`src/rtl/mmio_arbiter.sv`:
```
// mmio_arbiter: shares one peripheral port between two masters, one-cycle issue, one-cycle-latency read return
module mmio_arbiter #(
    parameter int FIXED_PRIORITY = 0,
    parameter int ADDR_WIDTH     = 26
) (
    input  logic                  i_clk,
    input  logic                  i_rst_n,
    input  logic                  i_m0_valid,
    input  logic [ADDR_WIDTH-1:0] i_m0_addr,
    input  logic [31:0]           i_m0_wdata,
    input  logic [3:0]            i_m0_byte_we,
    output logic                  o_m0_ready,
    output logic [31:0]           o_m0_rdata,
    output logic                  o_m0_rvalid,
    input  logic                  i_m1_valid,
    input  logic [ADDR_WIDTH-1:0] i_m1_addr,
    input  logic [31:0]           i_m1_wdata,
    input  logic [3:0]            i_m1_byte_we,
    output logic                  o_m1_ready,
    output logic [31:0]           o_m1_rdata,
    output logic                  o_m1_rvalid,
    output logic [ADDR_WIDTH-1:0] o_addr,
    output logic [31:0]           o_data,
    output logic [3:0]            o_byte_we,
    output logic                  o_read_en,
    input  logic [31:0]           i_data
);
    typedef enum logic [1:0] {IDLE, ISSUE, RESP} state_t;
    state_t                r_state, w_next;
    logic [1:0]            r_rst_sync;
    logic                  r_last, r_owner;
    logic [ADDR_WIDTH-1:0] r_addr;
    logic [31:0]           r_wdata, r_m0_rdata, r_m1_rdata;
    logic [3:0]            r_be;
    logic                  r_m0_rvalid, r_m1_rvalid;
    logic                  w_idle, w_grant0, w_grant1, w_accept, w_resp;
    // r_last = 1 means master 1 was granted last, so master 0 wins the next tie
    assign w_idle   = (r_state == IDLE) && r_rst_sync[1];
    assign w_grant0 = i_m0_valid && (!i_m1_valid || (FIXED_PRIORITY != 0) || r_last);
    assign w_grant1 = i_m1_valid && !w_grant0;
    assign w_accept = w_idle && (w_grant0 || w_grant1);
    assign w_resp   = (r_state == RESP);
    always_ff @(posedge i_clk or negedge i_rst_n) begin
        if (!i_rst_n) r_rst_sync <= 2'b00;
        else r_rst_sync <= {r_rst_sync[0], 1'b1};
    end
    always_ff @(posedge i_clk or negedge i_rst_n) begin
        if (!i_rst_n) r_state <= IDLE;
        else r_state <= w_next;
    end
    always_comb begin
        w_next = IDLE;
        if (r_state == IDLE) w_next = w_accept ? ISSUE : IDLE;
        else if (r_state == ISSUE) w_next = (r_be == 4'b0000) ? RESP : IDLE;
    end
    always_ff @(posedge i_clk or negedge i_rst_n) begin
        if (!i_rst_n) begin
            r_last  <= 1'b1;
            r_owner <= 1'b0;
            r_addr  <= '0;
            r_wdata <= '0;
            r_be    <= '0;
        end else if (w_accept) begin
            r_last  <= w_grant1;
            r_owner <= w_grant1;
            r_addr  <= w_grant1 ? i_m1_addr : i_m0_addr;
            r_wdata <= w_grant1 ? i_m1_wdata : i_m0_wdata;
            r_be    <= w_grant1 ? i_m1_byte_we : i_m0_byte_we;
        end
    end
    always_ff @(posedge i_clk or negedge i_rst_n) begin
        if (!i_rst_n) begin
            r_m0_rdata  <= '0;
            r_m1_rdata  <= '0;
            r_m0_rvalid <= 1'b0;
            r_m1_rvalid <= 1'b0;
        end else begin
            r_m0_rvalid <= w_resp && !r_owner;
            r_m1_rvalid <= w_resp && r_owner;
            if (w_resp && !r_owner) r_m0_rdata <= i_data;
            if (w_resp && r_owner) r_m1_rdata <= i_data;
        end
    end
    assign o_m0_ready  = w_idle && w_grant0;
    assign o_m1_ready  = w_idle && w_grant1;
    assign o_m0_rdata  = r_m0_rdata;
    assign o_m1_rdata  = r_m1_rdata;
    assign o_m0_rvalid = r_m0_rvalid;
    assign o_m1_rvalid = r_m1_rvalid;
    assign o_addr      = r_addr;
    assign o_data      = r_wdata;
    assign o_byte_we   = (r_state == ISSUE) ? r_be : 4'b0000;
    assign o_read_en   = (r_state == ISSUE) && (r_be == 4'b0000);
endmodule

```
`config.mk`:
```
export PLATFORM = sky130hd
export DESIGN_NAME = mmio_arbiter
export DESIGN_NICKNAME = d
export VERILOG_FILES = /design/src/rtl/mmio_arbiter.sv
export SDC_FILE = /design/constraint.sdc
export NUM_CORES = 1
export LEC_CHECK = 0
export ABC_AREA = 1
export BUFFER_PORTS_ARGS = -buffer_cell sky130_fd_sc_hd__buf_2
export CAP_MARGIN = 0
export CORE_MARGIN = 4
export CORE_UTILIZATION = 44
export CTS_BUF_LIST = sky130_fd_sc_hd__clkbuf_4
export CTS_CLUSTER_SIZE = 16
export DETAILED_ROUTE_END_ITERATION = 16
export PLACE_DENSITY = 0.91
export SLEW_MARGIN = 20
export SYNTH_ARGS = -nofsm -noshare
export SYNTH_HDL_FRONTEND = slang
export SYNTH_SLANG_ARGS = --single-unit
```
`constraint.sdc`:
```
create_clock -name i_clk -period 1.5 [get_ports i_clk]
set_clock_uncertainty 0.2 [all_clocks]
set_input_delay 0.075 -clock i_clk [delete_from_list [all_inputs] [get_ports i_clk]]
set_output_delay 0.075 -clock i_clk [all_outputs]
set_load 0.02 [all_outputs]
```
After elaboration in Yosys (flattened, before gate mapping)
Cells that the tools add are included.

cells by class
  equality and inequality tests = 2
  muxes and demuxes = 8
  reduce and logical (&&, ||, !) cells = 16

operators by type and width
  kind                  number
  $mux W32              1
  $mux W26              1
  $logic_and A1 B1 Y1   9
  $mux W4               2
  $mux W2               3
  $logic_not A4 Y1      1
  $logic_not A1 Y1      3
  $eq A2 B1 Y1 const B  1
  $eq A2 B2 Y1 const B  1
  $logic_not A2 Y1      1
  $logic_or A1 B1 Y1    2
  $mux W1               1

storage, ports and cells
  register bits after elaboration = 134
  input port bits = 160
  output and inout bits = 131
  word-level logic and storage cells = 37

Longest topological paths before layout
Gate-level depths: netlist (run 1).

  depth in word-level cells = 9
  mapped depth = 7
  depth with buffers taken out = 6

Worst setup path before layout (run 1)
Ideal clock, no wire load.

  kind = flip-flop to flip-flop
  start point = register r_last
  end point = register r_owner
  setup time = 83 ps
  arrival = 1,135 ps
  data required time = 1,217 ps
  slack = 82 ps
  stages on the path, launching flop included = 6
  buffers on the path = 1
  clock period less this slack = 1,418 ps
  cell sequence = dfstp_2 > a21o_1 > buf_6 > nor2_1 > inv_1 > o21ai_0

on the way
  longest elaborated chain between the ends = 6

RTL lines
  item                    RTL line  RTL
  from (decl)             31        logic r_last, r_owner;
  from (signal assigned)  64        r_last <= w_grant1;
  $logic_or A1 B1 Y1 *    39        assign w_grant0 = i_m0_valid && (!i_m1_valid || (FIXED_PRIORITY != 0) || r_last);
  $logic_and A1 B1 Y1 *   39
  $logic_not A1 Y1        40        assign w_grant1 = i_m1_valid && !w_grant0;
  $logic_and A1 B1 Y1     40
  $logic_or A1 B1 Y1      41        assign w_accept = w_idle && (w_grant0 || w_grant1);
  $logic_and A1 B1 Y1     41
  to (signal assigned)    65        r_owner <= w_grant1;
  to (decl)               31

Mark *: on every way between the ends. The rest lies on a longest branch, timed or not.
A chain may end at the register's enable or synchronous reset.

Worst setup path after layout (run 1)
  start point = register r_last
  end point = register r_wdata[27] (netlist: o_data[27])

on the way
  longest elaborated chain between the ends = 6
  elaborated cells between the ends (all ways) = 7
  those cells by class = 1 x mux; 6 x reduce/logical

RTL lines
  item                   RTL line  RTL
  $logic_or A1 B1 Y1 *   39
  $logic_and A1 B1 Y1 *  39
  $logic_not A1 Y1       40
  $logic_and A1 B1 Y1    40
  $logic_or A1 B1 Y1     41
  $logic_and A1 B1 Y1    41
  to (signal assigned)   67        r_wdata <= w_grant1 ? i_m1_wdata : i_m0_wdata;
  to (decl)              33        logic [31:0] r_wdata, r_m0_rdata, r_m1_rdata;

Marks and branches as above.

==> out/results.ini, run 1 <==
[synthesis]
synth_top_area_share_pct=53.7
synthCells=802
syn_nets=962
ys_seq_area_share_pct=54.2
synthTopCellsByArea=dfrtp_1 (54%), nand2_1 (19%), inv_1 (10%), o21ai_0 (5.3%), nand3_1 (5.2%)
synth_top_family_by_area=simple AND/OR/NAND/NOR gates
yosys-mux-area-fraction_pct=0
synth-xor-area-share_pct=0
synth.yosys.warnings=0
synth_compound_area_share_pct=5.72
yosys.area_share.adder_pct=0
yosysTopAreaCell=dfrtp_1
synth_area_per_cell_sq_um=7.72
yosys.area_share.simple_pct=25.3
synth_seq_cells=134
synth.distinct_cells=21
synthesis.area_sq_um=6190

[sta]
clock.fmax_mhz=533
post-route-period-util_pct=125
fin_setup_tns_ps=-17300
hold_viol=7
hold_slack_ps=-59.3
finalSetupViolations=121
period_needed_ps=1880
fin_ws_ps=-376
rsz0062_at_grt=true
slew_violations=0

[run]
maxCapViolations=0

[cells_and_area]
fill_cells=673
drive_above_1_share_pct=41.3
layout_commonest_cell=buf_2
fin_nets=1458
utilization_pct=81.3
multi_input_area_sq_um=2560
ff_latch_area_sq_um=3350
final_cell_mix=buf_2 (282), nand2_1 (239), inv_1 (160)
area_growth_pct=81.5
fin_area_sq_um=11200

[drt]
routed-wl-met3_um=4170
num_vias=8270
drt_iter0_drc=1025
ant_nets=0
wirelength_um=32800
wl_met2_um=15200
dr.pass1.iters=6
wl_per_cell_um=22.0
met1Wirelength_um=10600
dr.max_layer_used=met5
vias_per_cell=5.54
drc=0

[global_routing]
grt_pass1_vias=7830
grt_pass1_wl_um=39300
track_usage_pct=31.0
grt_max_degree=66
grt_overflow_total=0
antenna_found_initial=4

[die]
die_h_um=127
placementRows=43
core_area_sq_um=13800
die_x_um=127
io_pins=291
start_util_pct=44.8
die-area_sq_um=16000

[placement]
portBuffers=290
place.gp.congestion=0.853
dpl.hpwl_um=12500
dp_slack_ps=9.59
placed_cell_area_sq_um=7860

[hold_path]
hold_path_class=in -> reg
min_delay_worst_endpoint=r_last$_DFFE_PN1P_
min_path_cells=6
worstHoldStart=i_m1_valid

[setup_path]
crit_buf_inv=4
path_class=reg -> reg
crit_path_top_delay_cell=dfstp_2
reg2reg_slack_ps=-380
crit_path_start_kind=flip-flop
arrival_ps=2110
crit_chain=buf_6 -> buf_4 -> a21oi_4 -> buf_6 -> clkbuf_16 -> nand2_1 -> nand3_1 -> nand2_1
cp.required_ps=1740
reg2regPathDepth=8
crit_path_max_incr_delay_ps=400
r2r_start=r_last$_DFFE_PN1P_
rr_endpoint=o_data[27]$_DFFE_PN0P_
cp_top_family=buffers and inverters
critPathCaptureType=flip-flop
cp_max_fo=5

[clocking]
path_clk_slew_ps=110
htreeDepth=4
clock-sinks=134
cts_inserted_buffers=17
clock_insertion_delay_worst_skew_ps=560
hold_buffers=159
cts_buffer_depth=2
clockRootBuffer=clkbuf_4
tritoncts=built

[power]
ir_drop_v=0.000685
p_leak_nw=6.37
power.density_nw_per_um2=1370
power_mw=15.4

[outcome]
violations=negative hold slack, negative setup slack
status=finished with violations

[sequential cells by signal, indices dropped and copies added (netlist names)]
signal       cells
r_owner          1
r_rst_sync       2
o_addr          26
r_state          2
o_m1_rdata      32
r_last           1
r_be             4
o_m1_rvalid      1
o_data          32
o_m0_rdata      32
o_m0_rvalid      1
[tightest hold or removal path, delay by kind of cell]
| kind | cells | cell delay (ps) |
|---|---|---|
| buffers and inverters | 3 | 340 |
| AND/OR/NAND/NOR | 2 | 110 |
| AO/OA/AOI/OAI | 1 | 170 |
[per-stage QoR]
stage               instances  hold WS [ps]
floorplan                 802          -421
global placement         1253          -174
detailed placement       1253          -172
CTS                      1448          -117
global route             1494         -62.3
finish                   1494         -59.3
[metal layers]
metal | vias to the layer above | GRT usage (%)
li1 | 3370 | -
met5 | - | 0
met4 | 2 | 23.3
met2 | 857 | 49.3
met3 | 258 | 8.93
met1 | 3783 | 35.5
[cell families after synthesis]
group,after synthesis
simple gates,391
buf+inv,208
flops,134
compound gates,68
other cells,1
[worst max path at each step]
stage               depth (start not counted)  slack [ps]                endpoint                 start
CTS                                         4        -310              o_m0_ready    r_last$_DFFE_PN1P_
floorplan                                   5          80     r_owner$_DFFE_PN0P_    r_last$_DFFE_PN1P_
global placement                            6          60  o_data[30]$_DFFE_PN0P_    r_last$_DFFE_PN1P_
detailed placement                          7          10  o_data[26]$_DFFE_PN0P_  r_state[0]$_DFF_PN0_
finish                                      8        -380  o_data[27]$_DFFE_PN0P_    r_last$_DFFE_PN1P_
global route                                8        -440  o_data[27]$_DFFE_PN0P_    r_last$_DFFE_PN1P_
[cell usage after synthesis]
| cell type | count |
|---|---|
| a21o_1 | 1 |
| a21oi_4 | 1 |
| buf_12 | 2 |
| buf_2 | 20 |
| buf_4 | 5 |
| buf_6 | 6 |
| buf_8 | 1 |
| clkbuf_1 | 6 |
| conb_1 | 1 |
| dfrtp_1 | 133 |
| dfstp_2 | 1 |
| inv_1 | 165 |
| inv_2 | 3 |
| nand2_1 | 315 |
| nand3_1 | 64 |
| nand3_2 | 1 |
| nand4_1 | 1 |
| nor2_1 | 8 |
| nor2_2 | 1 |
| nor2_4 | 1 |
| o21ai_0 | 66 |
[cell type report]
class                   count  share of cell area (%)
repair buffers            516                    37.2
well taps                 180                    2.00
diodes                      3                  0.0668
clock inverters            14                    1.20
inverters                 168                    5.61
clock buffers              18                    1.20
flip-flops and latches    134                    29.8
multi-input cells         461                    22.8
[what timing repair did]
item | 4_1_cts | 5_1_grt
resized for setup | 20 | 250
pin swaps | 6 | 51
buffers inserted | 2 | 17
cloned | 2 | 27
hold endpoints to repair | 263 | 7
setup endpoints to repair | 8 | 134
[power breakdown]
| group | internal (mW) | leakage [nW] | switching, mW | total [mW] |
|---|---|---|---|---|
| clock | 0.987 | 0.139 | 1.44 | 2.43 |
| sequential | 4.91 | 1.56 | 1.00 | 5.91 |
| combinational | 2.67 | 4.67 | 4.44 | 7.10 |
Power figures use the tool's default switching activity.
==> run 2: changes to the inputs <==
--- a/config.mk
+++ b/config.mk
@@ -8,5 +8,4 @@
 export ABC_AREA = 1
 export BUFFER_PORTS_ARGS = -buffer_cell sky130_fd_sc_hd__buf_2
-export CAP_MARGIN = 0
 export CORE_MARGIN = 4
 export CORE_UTILIZATION = 44
@@ -14,4 +13,5 @@
 export CTS_CLUSTER_SIZE = 16
 export DETAILED_ROUTE_END_ITERATION = 16
+export MAX_ROUTING_LAYER = met4
 export PLACE_DENSITY = 0.91
 export SLEW_MARGIN = 20
==> constraint.sdc (replaced) <==
create_clock -name i_clk -period 1.5 [get_ports i_clk]
set_clock_uncertainty 0.2 [all_clocks]
set_input_delay 0 -clock i_clk [delete_from_list [all_inputs] [get_ports i_clk]]
set_output_delay 0 -clock i_clk [all_outputs]
set_load 0.02 [all_outputs]
==> out/results.ini, run 2 (synthesis gave the netlist of run 1 again) <==
[outcome]
status=finished with violations  ; unchanged
violations=negative setup slack  ; was negative hold slack, negative setup slack

[setup_path]
critPathCaptureType=output pin  ; was flip-flop
cp.required_ps=1300  ; was 1740 ps
arrival_ps=1470  ; was 2110 ps
path_class=reg -> out  ; was reg -> reg
cp_max_fo=3  ; was 5
crit_path_start_kind=flip-flop  ; unchanged

[run]
maxCapViolations=0  ; unchanged

[clocking]
cts_inserted_buffers=17  ; unchanged
tritoncts=built  ; unchanged
clock_insertion_delay_worst_skew_ps=530  ; was 560 ps
path_clk_slew_ps=120  ; was 110 ps
clock-sinks=134  ; unchanged
htreeDepth=4  ; unchanged
cts_buffer_depth=2  ; unchanged
clockRootBuffer=clkbuf_4  ; unchanged

[drt]
ant_nets=0  ; unchanged
drt_iter0_drc=798  ; was 1025
wl_per_cell_um=19.7  ; was 22.0 um
vias_per_cell=5.31  ; was 5.54
drc=0  ; unchanged
dr.pass1.iters=7  ; was 6
wirelength_um=29100  ; was 32800 um
num_vias=7844  ; was 8270

[global_routing]
grt_pass1_vias=7756  ; was 7830
grt_pass1_wl_um=38700  ; was 39300 um
track_usage_pct=31.4  ; was 31.0%
antenna_found_initial=3  ; was 4
grt_max_degree=66  ; unchanged
grt_overflow_total=0  ; unchanged

[cells_and_area]
layout_commonest_cell=nand2_1  ; was buf_2
layout.cells.non_filler=1476  ; was 1494
area_growth_pct=72.9  ; was 81.5%
fin_area_sq_um=10700  ; was 11200 sq um
fin_nets=1440  ; was 1458
utilization_pct=77.5  ; was 81.3%
drive_above_1_share_pct=34.7  ; was 41.3%
final_cell_mix=nand2_1 (296), buf_2 (282), inv_1 (161)  ; was buf_2 (282), nand2_1 (239), inv_1 (160)

[sta]
rsz0062_at_grt=true  ; unchanged
hold_slack_ps=93.4  ; was -59.3 ps
finalSetupViolations=77  ; was 121
slew_violations=0  ; unchanged
fin_ws_ps=-169  ; was -376 ps
post-route-period-util_pct=111  ; was 125%
hold_viol=0  ; was 7
period_needed_ps=1670  ; was 1880 ps
clock.fmax_mhz=599  ; was 533 MHz
fin_setup_tns_ps=-6580  ; was -17300 ps

[die]
core_area_sq_um=13800  ; unchanged
io_pins=291  ; unchanged
die_x_um=127  ; unchanged
die-area_sq_um=16000  ; unchanged
start_util_pct=44.8  ; unchanged
die_h_um=127  ; unchanged
placementRows=43  ; unchanged

[power]
power.density_nw_per_um2=1400  ; was 1370 nW/um^2
p_leak_nw=6.15  ; was 6.37 nW
ir_drop_v=0.000642  ; was 0.000685 V

[placement]
portBuffers=290  ; unchanged
dp_cells=1251  ; was 1253
placed_cell_area_sq_um=7860  ; about the same
dpl.hpwl_um=12700  ; was 12500 um
place.gp.congestion=0.861  ; was 0.853

[hold_path]
hold_path_class=in -> reg  ; unchanged

## run 2: cell count changes in the layout (fill, tap and decap cells not counted), moves of 4 or more
cell / change
nand2_1: +57
nand2_2: -43
o21ai_0: +39
o21ai_2: -22
o21ai_1: -16
nand2_4: -14
buf_4: -7
clkbuf_16: -6
nand3_1: -5
nand3_2: +5
clkinv_4: +4
## run 2: final timing paths
path	startpoint	slack (ps)	endpoint	depth (start not counted)
setup / recovery	r_state[0]$_DFF_PN0_	-170	o_m1_ready	4
hold / removal	i_data[29]	90	o_m1_rdata[29]$_DFFE_PN0P_	4
setup reg to reg	r_state[0]$_DFF_PN0_	-140	o_data[2]$_DFFE_PN0P_	7
hold reg to reg	r_rst_sync[0]$_DFF_PN0_	210	r_rst_sync[1]$_DFF_PN0_	0
max in group asynchronous	i_rst_n	210	r_last$_DFFE_PN1P_	4
min in group asynchronous	i_rst_n	280	o_m1_rdata[1]$_DFFE_PN0P_	3
## run 2: area by class of cell
cell class,count,area (sq um)
clock buffers,17,128
inverters,168,633
multi-input cells,460,2270
diodes,3,7.51
flip-flops and latches,134,3350
well taps,180,225
fillers,762,3120
clock inverters,15,204
repair buffers,499,3890
## run 2: power breakdown
part	switching, mW	internal [mW]	total, mW
sequential	0.837	4.90	5.74
combinational	4.07	2.39	6.46
clock	1.43	1.33	2.76
## run 2: routing by layer
| layer | GRT usage (%) | routed length, um | vias up |
|---|---|---|---|
| met5 | - | 0 | - |
| met4 | 20.1 | 2170 | 0 |
| met3 | 8.51 | 3660 | 223 |
| met2 | 48.4 | 13600 | 730 |
| met1 | 36.2 | 9680 | 3563 |
| li1 | - | - | 3328 |
## run 2: critical path: stages (launching register included)
cell     delay [ps]
dfrtp_1         440
inv_2           100
nand3_4         120
nor2_4          140
buf_6           150
## run 2: stage by stage
step | total power, mW | setup slack [ps]
6_report | 15.0 | -169
3_3_place_gp | 10.7 | 26.2
2_1_floorplan | 8.73 | 82.5
5_1_grt | 15.7 | -268
3_5_place_dp | 10.9 | -16.8
4_1_cts | 14.0 | -171
## run 2: what timing repair did
action | CTS | global route
hold endpoints to repair | 263 | 0
resized for setup | 21 | 114
setup endpoints to repair | 20 | 72
cloned | 0 | 17
hold buffers | 160 | 0
pin swaps | 6 | 53
buffers inserted | 4 | 9
